$ cat config.mk
export PLATFORM = sky130hd
export DESIGN_NAME = program_loader_flat
export DESIGN_NICKNAME = d
export VERILOG_FILES = /design/src/rtl/program_loader_pkg.sv /design/src/rtl/program_loader_if.sv /design/src/rtl/program_loader.sv /design/src/flat_wrapper.sv
export SDC_FILE = /design/constraint.sdc
export NUM_CORES = 1
export LEC_CHECK = 0
export ABC_AREA = 1
export CAP_MARGIN = 5
export CELL_PAD_IN_SITES_DETAIL_PLACEMENT = 0
export CELL_PAD_IN_SITES_GLOBAL_PLACEMENT = 2
export CORE_ASPECT_RATIO = 0.6
export CORE_MARGIN = 4
export CORE_UTILIZATION = 25
export DETAILED_ROUTE_END_ITERATION = 16
export PLACE_DENSITY = 0.7
export SLEW_MARGIN = 20
export SYNTH_ARGS = -nofsm -noshare
export SYNTH_HDL_FRONTEND = slang
export SYNTH_SLANG_ARGS = --single-unit
$ cat constraint.sdc
create_clock -name clock -period 1.75 [get_ports clock]
set_clock_uncertainty 0.2 [all_clocks]
set_input_delay 0.2625 -clock clock [delete_from_list [all_inputs] [get_ports clock]]
set_output_delay 0.2625 -clock clock [all_outputs]
set_load 0.01 [all_outputs]
$ cat src/rtl/program_loader_pkg.sv
// Shared definitions for the program loader and the control unit it feeds.
package program_loader_pkg;

    localparam int ADDR_W = 5;
    localparam int INST_W = 10;
    localparam int DEPTH  = 2 ** ADDR_W;

    typedef enum logic [2:0] {
        S_IDLE,
        S_HEADER,
        S_HI,
        S_LO,
        S_WRITE,
        S_CHECK,
        S_DONE,
        S_ERROR
    } state_t;

    typedef enum logic [1:0] {
        ERR_NONE = 2'b00,
        ERR_LEN  = 2'b01,
        ERR_HIGH = 2'b10,
        ERR_CHK  = 2'b11
    } err_t;

    // A frame carries 1..DEPTH words; anything else cannot fit the memory.
    function automatic logic len_ok(input logic [7:0] len);
        return (len != 8'd0) && (len <= 8'(DEPTH));
    endfunction

endpackage

$ cat src/rtl/program_loader_if.sv
// Byte stream in, instruction-memory write port out.
interface program_loader_if;
    import program_loader_pkg::*;

    logic              in_valid;
    logic [7:0]        in_data;
    logic              in_ready;
    logic [ADDR_W-1:0] mem_address;
    logic [INST_W-1:0] mem_data;
    logic              mem_wren;

    // Stream source / memory sink side
    modport master (
        output in_valid, in_data,
        input  in_ready, mem_address, mem_data, mem_wren
    );

    // Loader side
    modport slave (
        input  in_valid, in_data,
        output in_ready, mem_address, mem_data, mem_wren
    );

endinterface

$ cat src/rtl/program_loader.sv
// Packs a checksummed byte stream into 10-bit words, writes them to the
// instruction memory and releases the processor only after a clean image.
module program_loader
    import program_loader_pkg::*;
(
    input  logic             clock,
    input  logic             reset,
    input  logic             start,
    program_loader_if.slave  bus,
    output logic             cpu_hold,
    output logic             busy,
    output logic             done,
    output logic [1:0]       err_code
);

    state_t            state, state_nx;
    err_t              err, err_nx;
    logic [5:0]        count, count_nx;
    logic [ADDR_W-1:0] addr, addr_nx;
    logic [1:0]        hi, hi_nx;
    logic [7:0]        lo, lo_nx;
    logic [7:0]        xor_acc, xor_nx;
    logic              ready;
    logic              xfer;

    // Reset gates the handshake and the write strobe so nothing moves in the reset cycle.
    assign ready = !reset && (state inside {S_HEADER, S_HI, S_LO, S_CHECK});
    assign xfer  = bus.in_valid & ready;

    assign bus.in_ready    = ready;
    assign bus.mem_wren    = !reset && (state == S_WRITE);
    assign bus.mem_address = addr;
    assign bus.mem_data    = {hi, lo};

    assign busy     = state inside {S_HEADER, S_HI, S_LO, S_WRITE, S_CHECK};
    assign done     = (state == S_DONE);
    assign cpu_hold = !done;
    assign err_code = err;

    // State and datapath registers.
    always_ff @(posedge clock) begin
        if (reset) begin
            state   <= S_IDLE;
            err     <= ERR_NONE;
            count   <= '0;
            addr    <= '0;
            hi      <= '0;
            lo      <= '0;
            xor_acc <= '0;
        end else begin
            state   <= state_nx;
            err     <= err_nx;
            count   <= count_nx;
            addr    <= addr_nx;
            hi      <= hi_nx;
            lo      <= lo_nx;
            xor_acc <= xor_nx;
        end
    end

    // Next-state and datapath updates for the frame parser.
    always_comb begin
        state_nx = state;
        err_nx   = err;
        count_nx = count;
        addr_nx  = addr;
        hi_nx    = hi;
        lo_nx    = lo;
        xor_nx   = xor_acc;
        case (state)
            S_IDLE, S_DONE, S_ERROR: begin
                if (start) begin
                    state_nx = S_HEADER;
                    err_nx   = ERR_NONE;
                    xor_nx   = '0;
                end
            end
            S_HEADER: begin
                if (xfer) begin
                    xor_nx = xor_acc ^ bus.in_data;
                    if (!len_ok(bus.in_data)) begin
                        state_nx = S_ERROR;
                        err_nx   = ERR_LEN;
                    end else begin
                        count_nx = bus.in_data[5:0];
                        addr_nx  = '0;
                        state_nx = S_HI;
                    end
                end
            end
            S_HI: begin
                if (xfer) begin
                    if (bus.in_data[7:2] != 6'd0) begin
                        state_nx = S_ERROR;
                        err_nx   = ERR_HIGH;
                    end else begin
                        hi_nx    = bus.in_data[1:0];
                        xor_nx   = xor_acc ^ bus.in_data;
                        state_nx = S_LO;
                    end
                end
            end
            S_LO: begin
                if (xfer) begin
                    lo_nx    = bus.in_data;
                    xor_nx   = xor_acc ^ bus.in_data;
                    state_nx = S_WRITE;
                end
            end
            S_WRITE: begin
                // Address may wrap to 0 after word 31, but no further write follows.
                addr_nx  = addr + 1'b1;
                count_nx = count - 1'b1;
                state_nx = (count == 6'd1) ? S_CHECK : S_HI;
            end
            S_CHECK: begin
                if (xfer) begin
                    if (bus.in_data == xor_acc) begin
                        state_nx = S_DONE;
                    end else begin
                        state_nx = S_ERROR;
                        err_nx   = ERR_CHK;
                    end
                end
            end
            default: state_nx = S_IDLE;
        endcase
    end

endmodule

$ cat src/flat_wrapper.sv
// flat-port wrapper written by rule: the top's interface ports become plain ports
module program_loader_flat import program_loader_pkg::*;
  (clock, reset, start, cpu_hold, busy, done, err_code, bus_in_valid, bus_in_data, bus_in_ready, bus_mem_address, bus_mem_data, bus_mem_wren);
  program_loader_if bus_i ();
  input  logic clock;
  input  logic reset;
  input  logic start;
  output logic cpu_hold;
  output logic busy;
  output logic done;
  output logic [1:0] err_code;
  input wire logic [$bits(bus_i.in_valid)-1:0] bus_in_valid;
  input wire logic [$bits(bus_i.in_data)-1:0] bus_in_data;
  output wire logic [$bits(bus_i.in_ready)-1:0] bus_in_ready;
  output wire logic [$bits(bus_i.mem_address)-1:0] bus_mem_address;
  output wire logic [$bits(bus_i.mem_data)-1:0] bus_mem_data;
  output wire logic [$bits(bus_i.mem_wren)-1:0] bus_mem_wren;
  assign bus_i.in_valid = bus_in_valid;
  assign bus_i.in_data = bus_in_data;
  assign bus_in_ready = bus_i.in_ready;
  assign bus_mem_address = bus_i.mem_address;
  assign bus_mem_data = bus_i.mem_data;
  assign bus_mem_wren = bus_i.mem_wren;
  program_loader u_core (.clock(clock), .reset(reset), .start(start), .bus(bus_i), .cpu_hold(cpu_hold), .busy(busy), .done(done), .err_code(err_code));
endmodule
==> results.yml <==
outcome:
  status: "completed"
power:
  p_sw_w: 0.00206
  swShare_pct: 41.7
  power.total_w: 0.00494
  combPwrFrac_pct: 60.7
  clkPwrFrac_pct: 17.1
  p_int_w: 0.00288
  ir_worst_vdd_uv: 689
  p_per_area_nw_per_um2: 1480
  leakage_nw: 1.59
  pwr-share-seq_pct: 22.2
detailed_routing:
  avgRoutedWirePerCell_um: 12.3
  num_vias: 2196
  antenna_left: 0
  drc: 0
  wl_um: 6350
  first_pass_iters: 5
  vias_per_cell: 4.24
  drt_iter0_markers: 87
cts:
  cts_tree: "built"
  numCtsBuffers: 5
  htreeDepth: 2
  cts.sinks: 34
  clkTransAtPathRegs_ns: 0.06
  cts_hold_buf: 0
  clk_path_buf_depth: 2
  worstSkewPairLatency_ns: 0.28
  root_buffer: "clkbuf_16"
timing:
  hold_violations: 0
  rsz0062_at_grt: "yes"
  fin_crit_sh_pct: 99.4
  tightest_slew_ns: 0.266
  relSlewSlack_pct: 82.3
  fin_crit_ns: 1.74
  finalMaxSlewViolations: 0
  max_freq_mhz: 575
  layout_setup_ws_ns: 0.00966
  finalSetupViolCount: 0
synth:
  synth-simple-area-share_pct: 37.8
  synth.cell_area_um2: 2040
  synth_edf_count: 0
  synth_area_leaders: "dfxtp_1, nand2_1, nor2_1"
  ys_warn_count: 0
  postSynthAreaPerCell_um2: 6.41
  synth_area_leader_cell: "dfxtp_1"
  synthArstFlopShare_pct: 0
  yosysTopAreaCellShare_pct: 33.4
  synth_xor_area_share_pct: 1.72
  syn_inst: 318
  synthMuxAreaShare_pct: 0
  yosysSeqAreaShare_pct: 33.4
  synth_adder_area_share_pct: 1.84
  synth.distinct_cells: 32
  syn_nets: 333
  synth_top_family_by_area: "simple AND/OR/NAND/NOR gates"
  synth_seq_cells: 34
  synth_compound_area_share_pct: 12.8
  ys.flop_type: "dfxtp_1"
global_routing:
  globalRouteTotalUtil_pct: 13.4
  grt_max_degree: 22
  antenna_found_initial: 0
  grt_use_met3_pct: 3.58
  grt_overflow: 0
  met2_usage_pct: 17.9
  met1_usage_pct: 20.4
  grt_pass1_vias: 2035
  grt_busiest_layer: "met1"
  grt_pass1_wl_um: 10300
setup_path:
  end_kind: "primary output"
  cp.required_ns: 1.29
  worst-setup-path-type: "reg2out"
  critPathMaxFanout: 4
  critPathArrivalTime_ns: 1.28
  start_kind: "flip-flop"
run:
  cap_viol_max_count: 0
final_layout:
  final_area_um2: 3340
  final_nets: 425
  drive_gt1_share_pct: 37.1
  area_growth_pct: 64.1
  insertedDiodeCount: 0
place:
  place_hpwl_um: 4710
  globalplace.congestion: 0.821
  post-place-ws_ns: -0.346
  place_area_um2: 2880
  port_buffers: 33
floorplan:
  die_h_um: 77.9
  initial_core_util_pct: 25.7
  ios: 34
  fp-row-count: 25
  fp.dieArea_um2: 9700
  die_x_um: 125
  core_area_um2: 7910
worst_hold_path:
  hold_class: "reg2reg"
==> critical path: stages, from the launching register on <==
cell and delay (ns):
dfxtp_4 0.36, buf_4 0.16, nor2_2 0.11, nand2_2 0.08, nor2_2 0.14, buf_2 0.16
==> area by class of cell <==
cell class                      instances  area [um2]
Clock buffer                            5         125
Clock inverter                          2        10.0
Fill cell                             833        4570
Inverter                               42         163
Multi-Input combinational cell        230        1330
Sequential cell                        34         694
Tap cell                              108         135
Timing Repair Buffer                   97         886
==> per-layer routing <==
layer	wire [um]	up-vias
met2	2420	42
met1	3520	966
met3	332	8
li1	-	1180
met5	0	-
met4	76	0
==> metrics by stage <==
step	utilization (%)	setup TNS (ns)	instances	hold WS, ns
3_5_place_dp	36.4	-10.12	505	0.251
5_1_grt	42.2	-1.13	518	0.290
2_1_floorplan	-	0	318	0.231
3_3_place_gp	36.4	-9.63	505	0.246
6_report	42.2	0	518	0.257
4_1_cts	38.4	-0.000294	513	0.259
==> synth_stat cells, drive strengths merged, types with 3 or more instances <==
cell type  instances
inv               42
a21oi             26
nor2              64
nand4              7
or2                3
nand3             17
xor2               3
dfxtp             34
ha                 3
clkbuf             4
nand2             80
buf                8
o21ai             23
==> final timing paths <==
path,start,endpoint,slack (ns),cells past startpoint
worst max-delay path,u_core.state[0],bus_mem_wren,0.01,5
worst min-delay path,u_core.xor_acc[4],u_core.xor_acc[4],0.26,2
worst max register to register,u_core.state[1],u_core.count[1],0.02,11
worst min register to register,u_core.xor_acc[4],u_core.xor_acc[4],0.26,2
==> flip-flops by register name, summed over array words and instances (netlist names) <==
name,flops
u_core.lo,8
u_core.state,3
u_core.hi,2
u_core.bus.mem_address,5
u_core.err_code,2
u_core.count,6
u_core.xor_acc,8
==> cell families (layout without fill, tap and decap cells) <==
logic type / Yosys count / after routing
AO/OA/AOI/OAI: 50 / 50
AND/OR/NAND/NOR: 173 / 173
flip-flops: 34 / 34
adder cells (fa/ha/maj): 3 / 3
buffers and inverters: 54 / 146
XOR/XNOR: 4 / 4
==> layout by cell type (no fill, tap or decap), types with 6 or more instances in the layout <==
| cell type | count |
|---|---|
| a21oi_1 | 21 |
| buf_4 | 54 |
| buf_6 | 6 |
| clkbuf_16 | 6 |
| clkdlybuf4s50_1 | 21 |
| dfxtp_1 | 29 |
| dlymetal6s2s_1 | 6 |
| inv_1 | 34 |
| inv_2 | 6 |
| nand2_1 | 60 |
| nand2_2 | 15 |
| nand3_1 | 8 |
| nand3_2 | 7 |
| nand4_1 | 6 |
| nor2_1 | 41 |
| nor2_2 | 14 |
| nor2_4 | 9 |
| o21ai_0 | 19 |
==> timing repair <==
action,CTS,global route
pin swaps,1,18
cloned,0,1
setup buffers,1,4
gates resized for setup,25,81
endpoints found under the setup margin,17,37
==> power groups by stage <==
stage / logic (W) / clock network (W) / registers (W)
after floorplan: 0.00148 / 0 / 0.00106
after global placement: 0.00247 / 0 / 0.00108
after detailed placement: 0.00248 / 0 / 0.00108
after CTS: 0.00250 / 0.000873 / 0.00107
after global routing: 0.00334 / 0.000913 / 0.00113
final: 0.00300 / 0.000843 / 0.00110
Note: power is estimated with default switching activity, not from simulation.
==> patch 1 (same settings) <==
Register the output `err_code` once more, with the module's reset; this adds one clock of latency there. The other outputs are not delayed to match.
--- a/src/rtl/program_loader.sv
+++ b/src/rtl/program_loader.sv
@@ -35,7 +35,13 @@
     assign busy     = state inside {S_HEADER, S_HI, S_LO, S_WRITE, S_CHECK};
     assign done     = (state == S_DONE);
     assign cpu_hold = !done;
-    assign err_code = err;
+    always_ff @(posedge clock) begin
+        if (reset) begin
+            err_code <= '0;
+        end else begin
+            err_code <= err;
+        end
+    end
 
     // State and datapath registers.
     always_ff @(posedge clock) begin
Check against the original RTL: not equivalent (a bounded check fails within 4 cycles, from zero or initial values and one cycle with reset high).
==> patch 1 against the unedited design <==
- routed wire length is 0.83% higher
- setup slack better by 0.0015 ns
- final area is 8.8% lower
- sequential cell count is 2 higher
- power is 6.7% lower
- fmax hardly changed
- sequential share of layout area is 3.2 points higher
- die area is 1.4% lower
- via count is 3.3% lower
- area after synthesis is 1.5% lower
==> patch 1: results (changes against the unedited design) <==
Final nets=405 (was 425); pin count of the biggest net entering global routing=26 (was 22); critical path class=input port to output port (was flop to output port); crit path DAT=1.28 ns (about the same); Vias/cell=4.289 (was 4.239); leakage dissipation=1.395 nW (was 1.586 nW); status=finished, final reports clean (unchanged); post-synthesis sequential area ratio=35.91% (was 33.42%); Worst Reg-to-Reg Cells=10 (was 11); max incr delay on CP=0.51 ns (was 0.36 ns); Compound-Gate Fraction of Synth Area=16.21% (was 12.84%); vias in the first global route=2008 (was 2035); Critical Path Start=reset (was u_core.state[0]$_SDFFE_PP0P_); Place WS=-0.4572 ns (was -0.3456 ns); fin crit share=99.36% (was 99.45%); Synthesized Nets=324 (was 333); xor and xnor area share after synthesis=1.746% (was 1.720%); first-pass GRT wire length=10.29 mm (was 10.31 mm); adder and majority gate portion of the synthesized area=1.870% (was 1.843%); Initial DRC Count=72 (was 87); VDD IR max=0.0009252 V (was 0.0006890 V); synth top area cells=dfxtp_1, nand2_1, nor2_1 (unchanged); CP Capture Point=bus_in_ready (was bus_mem_wren); Total Wirelength=6.404 mm (was 6.351 mm); Detailed Place HPWL=4.625 mm (was 4.706 mm); Unique masters post-synth=29 (was 32); Critical R2R Capture=u_core.bus.mem_address[0]$_SDFFE_PP0P_ (was u_core.count[1]$_SDFFE_PP0P_); FILL cells=798 (was 833); GRT Util Overall=13.70% (was 13.41%); slowest CP cell=clkdlybuf4s50_1 (was dfxtp_4); Post-synth top cells=nand2_1, nor2_1, inv_1 (unchanged); crit-path leading delay family=buffers and inverters (was flip-flops); layout cell share with drive strength beyond 1=24.30% (was 37.07%); Setup crit start kind=input port (was flop)
==> patch 1: changes by cell type after synthesis, sizes merged, moves of 4 or more <==
cell   change
nand3      +4
nor2      -10
nand2     -12
o21ai     +10
==> patch 1: layer usage <==
| metal | GRT usage, % | vias to the layer above | part of all wire, % |
|---|---|---|---|
| met3 | 3.779 | 5 | 3.9 |
| li1 | - | 1144 | - |
| met2 | 17.63 | 25 | 38 |
| met4 | 3.425 | 0 | 0.77 |
| met1 | 21.79 | 949 | 57 |
| met5 | 0 | - | 0 |
==> patch 1: report_power, final <==
part | leakage [nW] | switching (W) | total, W | internal [W]
logic | 1.02 | 0.00136 | 0.00242 | 0.00106
registers | 0.296 | 0.000147 | 0.00117 | 0.00102
clock network | 0.0808 | 0.000359 | 0.00103 | 0.000670
==> patch 1: stage by stage <==
stage               total power (W)  hold WS (ns)  utilization [%]  std cells  cell area [µm²]
CTS                        0.004328        0.2478            38.76        489             2922
global route               0.005008        0.2738            40.45        495             3049
global placement           0.003271        0.2281            36.21        479             2729
finish                     0.004615        0.2448            40.45        495             3049
floorplan                  0.002491        0.2043                -        309             2007
detailed placement         0.003263        0.2383            36.21        479             2729
==> patch 1: worst reg2reg max path, delay by kind of cell (launching register included) <==
family	cells	cell delay [ns]
buffers and inverters	4	0.39
flip-flops	1	0.37
AND/OR/NAND/NOR	6	0.61
==> patch 1: how the worst min path moves through the flow <==
stage | from | to | slack [ns] | cells past startpoint
CTS | u_core.err[0]$_SDFFE_PP0P_ | u_core.err_code[0]$_SDFF_PP0_ | 0.25 | 2
floorplan | bus_in_data[6] | u_core.lo[6]$_SDFFE_PP0P_ | 0.20 | 2
global route | u_core.err[1]$_SDFFE_PP0P_ | u_core.err_code[1]$_SDFF_PP0_ | 0.27 | 2
global placement | u_core.err[0]$_SDFFE_PP0P_ | u_core.err_code[0]$_SDFF_PP0_ | 0.23 | 2
detailed placement | u_core.err[0]$_SDFFE_PP0P_ | u_core.err_code[0]$_SDFF_PP0_ | 0.24 | 2
finish | u_core.err[0]$_SDFFE_PP0P_ | u_core.err_code[0]$_SDFF_PP0_ | 0.24 | 2
==> patch 1: repair_timing <==
item | CTS | global route
cloned | 1 | 1
setup endpoints to repair | 28 | 39
resized for setup | 22 | 39
buffers inserted | 1 | 5
pin swaps | 5 | 4
hold buffers | 0 | 0
==> patch 1: layout make-up <==
| type | count | area share, % |
|---|---|---|
| Sequential cell | 36 | 24.00 |
| Timing Repair Buffer | 83 | 23.14 |
| Inverter | 44 | 5.622 |
| Tap cell | 104 | 4.268 |
| Clock buffer | 6 | 4.227 |
| Multi-Input combinational cell | 220 | 37.59 |
| Clock inverter | 2 | 1.149 |
==> patch 2 (same settings) <==
Made on the original files. `addr` no longer has a reset.
--- a/src/rtl/program_loader.sv
+++ b/src/rtl/program_loader.sv
@@ -43,7 +43,6 @@
             state   <= S_IDLE;
             err     <= ERR_NONE;
             count   <= '0;
-            addr    <= '0;
             hi      <= '0;
             lo      <= '0;
             xor_acc <= '0;
@@ -51,11 +50,14 @@
             state   <= state_nx;
             err     <= err_nx;
             count   <= count_nx;
-            addr    <= addr_nx;
             hi      <= hi_nx;
             lo      <= lo_nx;
             xor_acc <= xor_nx;
         end
+    end
+
+    always_ff @(posedge clock) begin
+        addr <= addr_nx;
     end
 
     // Next-state and datapath updates for the frame parser.
Function: differs if reset is asserted again (counterexample within 10 cycles, from zero or initial values and one cycle with reset high); with reset held inactive, the same outputs for 10 cycles.
==> patch 2 against the unedited design <==
- area after synthesis is 1.7% higher
- non-clock buffer count decreased by 10
- die area is 1.6% higher
- sequential cell count is the same
- setup slack gained 0.0027 ns
- clock power up 26%
- global-route usage about the same
- final area decreased by 3.7%
- fmax up 0.15%
- sequential share of layout area up 2.1 points
- routed wire length fell by 0.22%
- power shrank 13%
- highest routed layer unchanged
==> patch 2: results (changes against the unedited design) <==
status=finished, final reports clean (unchanged); HP Start=bus_in_data[3] (was u_core.xor_acc[4]$_SDFFE_PP0P_); DR WL met2=2.380 mm (was 2.422 mm); Metal-1 WL=3.664 mm (was 3.520 mm); Post-DP Area=0.002860 mm² (was 0.002883 mm²); crit path max fanout=8 (was 4); DP Cell Count=489 (was 505); Hold EP=u_core.lo[3]$_SDFFE_PP0P_ (was u_core.xor_acc[4]$_SDFFE_PP0P_); synth top area cells=dfxtp_1, nand2_1, nor2_1 (unchanged); Post-synth top cells=nand2_1, nor2_1, inv_1 (unchanged); grt met1 use=20.71% (was 20.39%); routed wl met3=245 µm (was 332 µm); pin count of the biggest net entering global routing=17 (was 22); Vias/cell=4.119 (was 4.239); crit path DAT=1.71 ns (was 1.28 ns); Initial DRC Count=124 (was 87); Hold Path Depth=4 (was 2); VDD IR max=0.0004923 V (was 0.0006890 V); area share of buffers outside the clock network=23.44% (was 26.50%); max incr delay on CP=0.33 ns (was 0.36 ns); Final GP Congestion=0.8121 (was 0.8210); layout cell share with drive strength beyond 1=31.82% (was 37.07%); first-pass GRT wire length=10.32 mm (was 10.31 mm); routed len/inst=12.57 µm (was 12.26 µm); clock buf count=7 (was 5); nature of the critical path endpoint=flop (was output port)
patch 2: cells by family after synthesis:
kind of cell	count (synthesis)	synth area share, %
AO/OA/AOI/OAI	42	12.44
XOR/XNOR	4	1.691
adder cells (fa/ha/maj)	3	1.812
buffers and inverters	52	10.87
flip-flops	34	35.27
AND/OR/NAND/NOR	172	37.92
patch 2: power groups by stage:
| stage | Combinational, W | Sequential (W) | Clock, W |
|---|---|---|---|
| 4_1_cts | 0.00204 | 0.00110 | 0.00108 |
| 5_1_grt | 0.00236 | 0.00114 | 0.00112 |
| 2_1_floorplan | 0.00133 | 0.00109 | 0 |
| 3_5_place_dp | 0.00194 | 0.00111 | 0 |
| 3_3_place_gp | 0.00192 | 0.00111 | 0 |
| 6_report | 0.00212 | 0.00111 | 0.00106 |
patch 2: timing repair:
action,CTS,global route
pin swaps,3,9
buffers inserted,5,1
gates resized for setup,30,34
setup endpoints to repair,31,31
cloned,1,0
